--- src/rtl/ddp_elastic_pipe8.sv ---
// Eight-stage elastic Send/Ack pipeline in a single clock domain.
// Packets advance whenever the next stage is empty or emptying in the same cycle.
module ddp_elastic_pipe8 #(
  parameter int WIDTH = 32
) (
  input  logic             CLK,
  input  logic             MR,
  input  logic             Send_in,
  input  logic [WIDTH-1:0] Data_in,
  output logic             Ack_out,
  output logic             Send_out,
  output logic [WIDTH-1:0] Data_out,
  input  logic             Ack_in,
  output logic [7:0]       CP,
  output logic [3:0]       Occupancy
);

  // Handshake: a packet moves across a boundary on a rising edge only when
  // the sender's Send and the receiver's Ack are both high during that cycle;
  // the sender holds Send/Data stable until it sees Ack.

  logic [7:0]       full_q;
  logic [7:0]       full_d;
  logic [WIDTH-1:0] data_q [8];
  logic [7:0]       cp_q;
  logic [3:0]       occ_q;
  logic [3:0]       occ_d;

  logic [8:0] free;
  logic [8:1] go;
  logic [7:0] load;
  logic       xin;
  logic       xout;

  // Free/go chain runs from the output stage back to the input stage, so
  // Ack_in ripples combinationally all the way to Ack_out.
  always_comb begin
    free    = '0;
    go      = '0;
    free[8] = Ack_in;
    for (int i = 7; i >= 0; i--) begin
      go[i+1] = full_q[i] & free[i+1];
      free[i] = ~full_q[i] | go[i+1];
    end
  end

  assign Ack_out = free[0] & ~MR;
  assign xin     = Send_in & Ack_out;
  assign xout    = full_q[7] & Ack_in;

  always_comb begin
    load    = '0;
    full_d  = '0;
    load[0] = xin;
    for (int i = 1; i < 8; i++) begin
      load[i] = go[i];
    end
    for (int i = 0; i < 8; i++) begin
      full_d[i] = load[i] | (full_q[i] & ~go[i+1]);
    end
  end

  always_comb begin
    occ_d = occ_q;
    case ({xin, xout})
      2'b10:   occ_d = occ_q + 4'd1;
      2'b01:   occ_d = occ_q - 4'd1;
      default: occ_d = occ_q;
    endcase
  end

  always_ff @(posedge CLK) begin
    if (MR) begin
      full_q <= '0;
      cp_q   <= '0;
      occ_q  <= '0;
      for (int i = 0; i < 8; i++) begin
        data_q[i] <= '0;
      end
    end else begin
      full_q <= full_d;
      cp_q   <= load;
      occ_q  <= occ_d;
      if (load[0]) data_q[0] <= Data_in;
      for (int i = 1; i < 8; i++) begin
        if (load[i]) data_q[i] <= data_q[i-1];
      end
    end
  end

  assign Send_out  = full_q[7];
  assign Data_out  = data_q[7];
  assign CP        = cp_q;
  assign Occupancy = occ_q;

endmodule

--- config.mk ---
export PLATFORM = sky130hd
export DESIGN_NAME = ddp_elastic_pipe8
export DESIGN_NICKNAME = d
export VERILOG_FILES = /design/src/rtl/ddp_elastic_pipe8.sv
export SDC_FILE = /design/constraint.sdc
export NUM_CORES = 1
export LEC_CHECK = 0
export ABC_AREA = 1
export CAP_MARGIN = 30
export CORE_MARGIN = 2
export CORE_UTILIZATION = 50
export CTS_CLUSTER_SIZE = 12
export DETAILED_ROUTE_END_ITERATION = 10
export PLACE_DENSITY = 0.73
export REMOVE_ABC_BUFFERS = 1
export SYNTH_ARGS = -nofsm -noshare
export SYNTH_HDL_FRONTEND = slang
export SYNTH_SLANG_ARGS = --single-unit
--- constraint.sdc ---
create_clock -name CLK -period 4.19 [get_ports CLK]
set_clock_uncertainty 0.1 [all_clocks]
set_input_delay 1.257 -clock CLK [delete_from_list [all_inputs] [get_ports CLK]]
set_output_delay 1.257 -clock CLK [all_outputs]
set_load 0.05 [all_outputs]
==> Yosys cells after proc, flatten, opt, wreduce, memory -nomap -nowiden <==
Memory sizes are Yosys's and may differ from the RTL's.
Cells that the tools add are included.
{ "classes": {"n_addsub": 2, "multipliers": 0, "n_div": 0, "order_cmp": 0, "eq_ne": 2, "shifts": 0, "mux": 35, "bitwise": 59, "reduce_logical": 1} }
{ "ops": {"columns": ["operator", "count"], "rows": [
  ["two-way mux 32 bit", 8],
  ["two-way mux 1 bit", 26],
  ["bitwise OR 1 bit", 24],
  ["AND 1 bit", 18],
  ["inverter 1 bit", 17],
  ["one-hot mux 4 bit (2 select lines)", 1],
  ["adder 4 x 1 -> 4 bit, second input constant", 1],
  ["subtractor 4 x 1 -> 4 bit, second input constant", 1],
  ["equality test 2 x 1 -> 1 bit, second input constant", 1],
  ["equality test 2 bit, second input constant", 1],
  ["nonzero test 2 bit", 1]
]} }
{ "totals": {"regBits": 20, "latchBits": 0, "ram_bits": 256, "mem_bits_ro": 0, "in_bits": 36, "out_inout_bits": 46, "word_cells": 103, "memories": 1} }
{ "mem_list": {"columns": ["name", "words", "width", "read_ports", "rd_ports_with_merged_regs", "write_ports", "line_no", "text"], "rows": [
  ["data_q", 8, 32, 8, 0, 8, "24", "logic [WIDTH-1:0] data_q [8];"]
]} }

==> Logic depth before layout (Yosys ltp) <==
{ "depth": {"ltp_word": 22, "ltp_mapped": 16, "ltp_nobuf": 15} }

==> Least setup slack after synthesis <==
No wires, ideal clock.
{ "synth_path": {"path_kind": "in2reg", "from": "input Ack_in", "to": "memory data_q[4][0] (netlist: data_q[1][0]) (enable)", "setup_ns": 0.466, "t_arrival_ns": 3.761, "required_ns": 3.624, "path_slack_ns": -0.137, "stages": 4, "n_path_buf": 0, "cell_sequence": "inv_1 > nand4_4 > nor2_1 > o21ai_0"} }
{ "synth_lines": {"columns": ["item", "line_no", "text"], "rows": [
  ["start, declared", "13", "input logic Ack_in,"],
  ["end, declared", "24", null]
]} }

==> Worst setup path in the final report <==
{ "layout_path": {"from": "input Ack_in", "to": "output Ack_out"} }
{ "layout_via": {"elab_chain_cells": 17} }
{ "layout_rtl": {"columns": ["item", "line_no", "text"], "rows": [
  ["AND 1 bit", "42", "go[i+1] = full_q[i] & free[i+1];"],
  ["bitwise OR 1 bit", "43", "free[i] = ~full_q[i] | go[i+1];"],
  ["AND 1 bit", "42", null],
  ["bitwise OR 1 bit", "43", null],
  ["AND 1 bit", "42", null],
  ["bitwise OR 1 bit", "43", null],
  ["AND 1 bit", "42", null],
  ["bitwise OR 1 bit", "43", null],
  ["AND 1 bit", "42", null],
  ["bitwise OR 1 bit", "43", null],
  ["AND 1 bit", "42", null],
  ["bitwise OR 1 bit", "43", null],
  ["AND 1 bit", "42", null],
  ["bitwise OR 1 bit", "43", null],
  ["AND 1 bit", "42", null],
  ["bitwise OR 1 bit", "43", null],
  ["AND 1 bit", "47", "assign Ack_out = free[0] & ~MR;"],
  ["end, declared", "10", "output logic Ack_out,"]
]} }
No other way between the ends.

==> summary.md <==
| Metric | Value |
|---|---|
| Outcome | finished, final reports clean |
| DIE AREA | about 0.023 sq mm |
| Post-synth EDFFs | roughly 260 |
| Final instance area | about 0.013 sq mm |
| Peak supply drop | 258.9 uV |
| Die height | ~150 microns |
| Met3 GRT Util | under 10% |
| DR vias/cell | approximately 3.9 |
| Max-slew violation total from the final report | 0 |
| DR pass1 iterations | 4 |
| Rows | 53 |
| Achievable Freq | between 0.2 and 0.25 GHz |
| Arr. time, crit path | between 2000 and 3000 ps |
| TritonCTS clock tree | yes |
| Worst setup margin | roughly 130 ps |
| Largest net degree at the start of global routing | 78 |
| Register bit count reported by yosys | 276 |
| Sink Count | 276 |
| Die Wd | around 150 microns |
| CTS buffer count | 27 |
| CP Data Required Time | 2830 ps |
| CTS HTree Levels | 1 |
| Yosys cell types | 20 |
| Layout cell share with drive strength beyond 1 | about 5.3% |
| GRT met1 Usage | a little under an eighth |
| Post-synth ARST share | 0% |
| Total global routing overflow | 0 |
| Core area | between 0.02 and 0.025 sq mm |
| Reg clk slew, reported paths | 60 ps |
| P per Cell Area | between 400 and 500 mW/mm^2 |
| Slew at the pin closest to its max-slew limit | ~820 ps |
| Post-synthesis sequential area ratio | between 70% and 80% |
| Startpoint type of the worst setup path | primary input |
| Drt wl/cell | between 8 and 9 microns |
| Fin cells | between 1,000 and 1,500 |
| Gr busiest metal | met2 |
| Cell area after synthesis | between 0.01 and 0.015 sq mm |
| Tot Pwr | 5.597 mW |
| Mapped Avg Cell Area | 11.54 sq um |
| CP max stage cell | clkdlybuf4s50_1 |
| Diodes inserted | 0 |
| Vias | 5,080 |
| DR iter-0 viols | roughly 280 |
| Worst-Skew Late Latency | 520 ps |
| Synth Warn # | 0 |
| Max-cap violations | 0 |
| Vias in the first global route | 4,598 |
| Worst hold path class | reg -> reg |
| Post-Syn Instances | 941 |
| Root Driver | clkbuf_16 |
| Kind of critical path | in -> out |
| Grt met2 use | between 10% and 20% |
| Relative slew slack | between 40 and 50% |
| Antenna Nets Post-Route | 0 |
| Residual DRC count | 0 |
| Crit Path Max Fanout | 4 |
| Deepest clock path buffer count | 3 |
| Leakage | about 5.3 nW |
| Area of placed instances | roughly 0.012 sq mm |
| Initial antenna violation count | 0 |
| Starting density of the core | approximately 50% |
| Hold buffers post-CTS | 0 |
| Final Hold Vio Count | 0 |
| Main synth FF type | edfxtp_1 |
| Worst Setup End Kind | output pin |
| RSZ-0062 raised after global routing | no |
| Worst-path cell chain | clkdlybuf4s50_1 > inv_2 > nand4_4 > nor3_4 > nand3_2 > nor2_1 > nor2_1 > buf_4 |
| Total GRT Usage | roughly a tenth |
| Max incr delay on CP | 440 ps |
| Final period utilization | between 90% and 100% |
| Final WL | about 11,000 microns |
| R2r setup slk | 1600 ps |
| Crit path time final | 4055 ps |
| Placement Setup Slack | about 94 ps |
| Gpl congestion | between 0.6 and 0.7 |
| Post-Place Cells | 1,249 |
| Fin nets | 1,044 |
| I/O Buffers | 81 |
| Final setup viols | 0 |
| Crit-path most repeated cell | nor2_1 |
| # IOs | 82 |
| Hpwl dp | 7026 microns |
| Synthesis-to-finish area growth | 15.11% |
| First-pass GRT wire length | just under 20,000 microns |
[metrics by stage]
| stage | hold slack (ps) | setup TNS, ps | utilization [%] |
|---|---|---|---|
| 2_1_floorplan | 352.9 | -4382 | - |
| 3_3_place_gp | 378.9 | 0 | 55.37 |
| 3_5_place_dp | 375.1 | 0 | 55.37 |
| 4_1_cts | 385.2 | 0 | 59.02 |
| 5_1_grt | 405.5 | 0 | 59.11 |
| 6_report | 382.0 | 0 | 59.11 |
[synthesized netlist by cell type (3+ instances only)]
cell type	count	area share, %
ha_1	3	0.35
buf_4	36	2.5
o21ai_0	3	0.14
clkbuf_1	7	0.24
inv_1	280	9.7
dfxtp_1	20	3.7
buf_2	12	0.55
nand3_2	3	0.28
edfxtp_1	256	71
nand2_1	23	0.79
nand3_1	7	0.32
nor2_1	271	9.4
buf_1	3	0.10
a21oi_1	9	0.41
[placed cells by master, fill, tap and decap left out, drive strengths merged]
cell type and n:
o21ai 3, nor2 271, nor3 1, xor2 1
nand2 23, a21oi 9, inv 281, ha 3
nand3 10, xnor2 1, clkdlybuf4s50 79, dfxtp 20
edfxtp 256, clkbuf 46, clkinv 1, nand4 3
buf 16
[kinds of logic (layout without fill, tap and decap cells)]
kind of cell               Yosys count  after routing  share of synthesized area (%)
DFF                                276            276                          74.45
adders and majority gates            3              3                         0.3456
buffers and inverters              340            423                          13.27
and+or+nand+nor                    308            308                          11.22
xor gates and xnor gates             2              2                         0.1613
AOI/OAI and AO/OA                   12             12                         0.5528
[report_power, final]
group          internal, mW  switching (mW)
clock                  1.22           0.874
combinational         0.104           0.209
sequential             3.16          0.0353
[worst paths after layout]
kind                                     end  cells past startpoint      start
worst max-delay path                 Ack_out                      8     Ack_in
worst min-delay path                   CP[5]                      2  full_q[4]
worst max register to register  Occupancy[2]                     13  full_q[7]
worst min register to register         CP[5]                      2  full_q[4]
[layer usage]
metal,part of all wire (%),wire [microns],vias to the layer above
met5,0,0,-
met4,2.7,295,0
met3,5.5,596,24
met2,49,5286,98
met1,43,4650,2037
li1,-,-,2921
[layout make-up]
| type | count | area [sq um] |
|---|---|---|
| multi-input cells | 325 | 1343 |
| clock buffers | 46 | 757.0 |
| repair buffers | 95 | 908.4 |
| well taps | 275 | 344.1 |
| flip-flops and latches | 276 | 8088 |
| clock inverters | 2 | 13.76 |
| fillers | 1675 | 8650 |
| inverters | 280 | 1051 |
[sequential cells by signal (all words and copies together), names as in the netlist]
| signal | flops |
|---|---|
| data_q | 256 |
| full_q | 8 |
| Occupancy | 4 |
| CP | 8 |
[worst max-delay path, delay by kind of cell]
family / cells / cell delay (ps)
buffers and inverters: 3 / 720
AND/OR/NAND/NOR: 5 / 720
[timing repair]
item / 4_1_cts / 5_1_grt
buffers inserted: 0 / 2
endpoints found under the setup margin: 0 / 1
resized for setup: 0 / 2
Power figures use the tool's default switching activity.
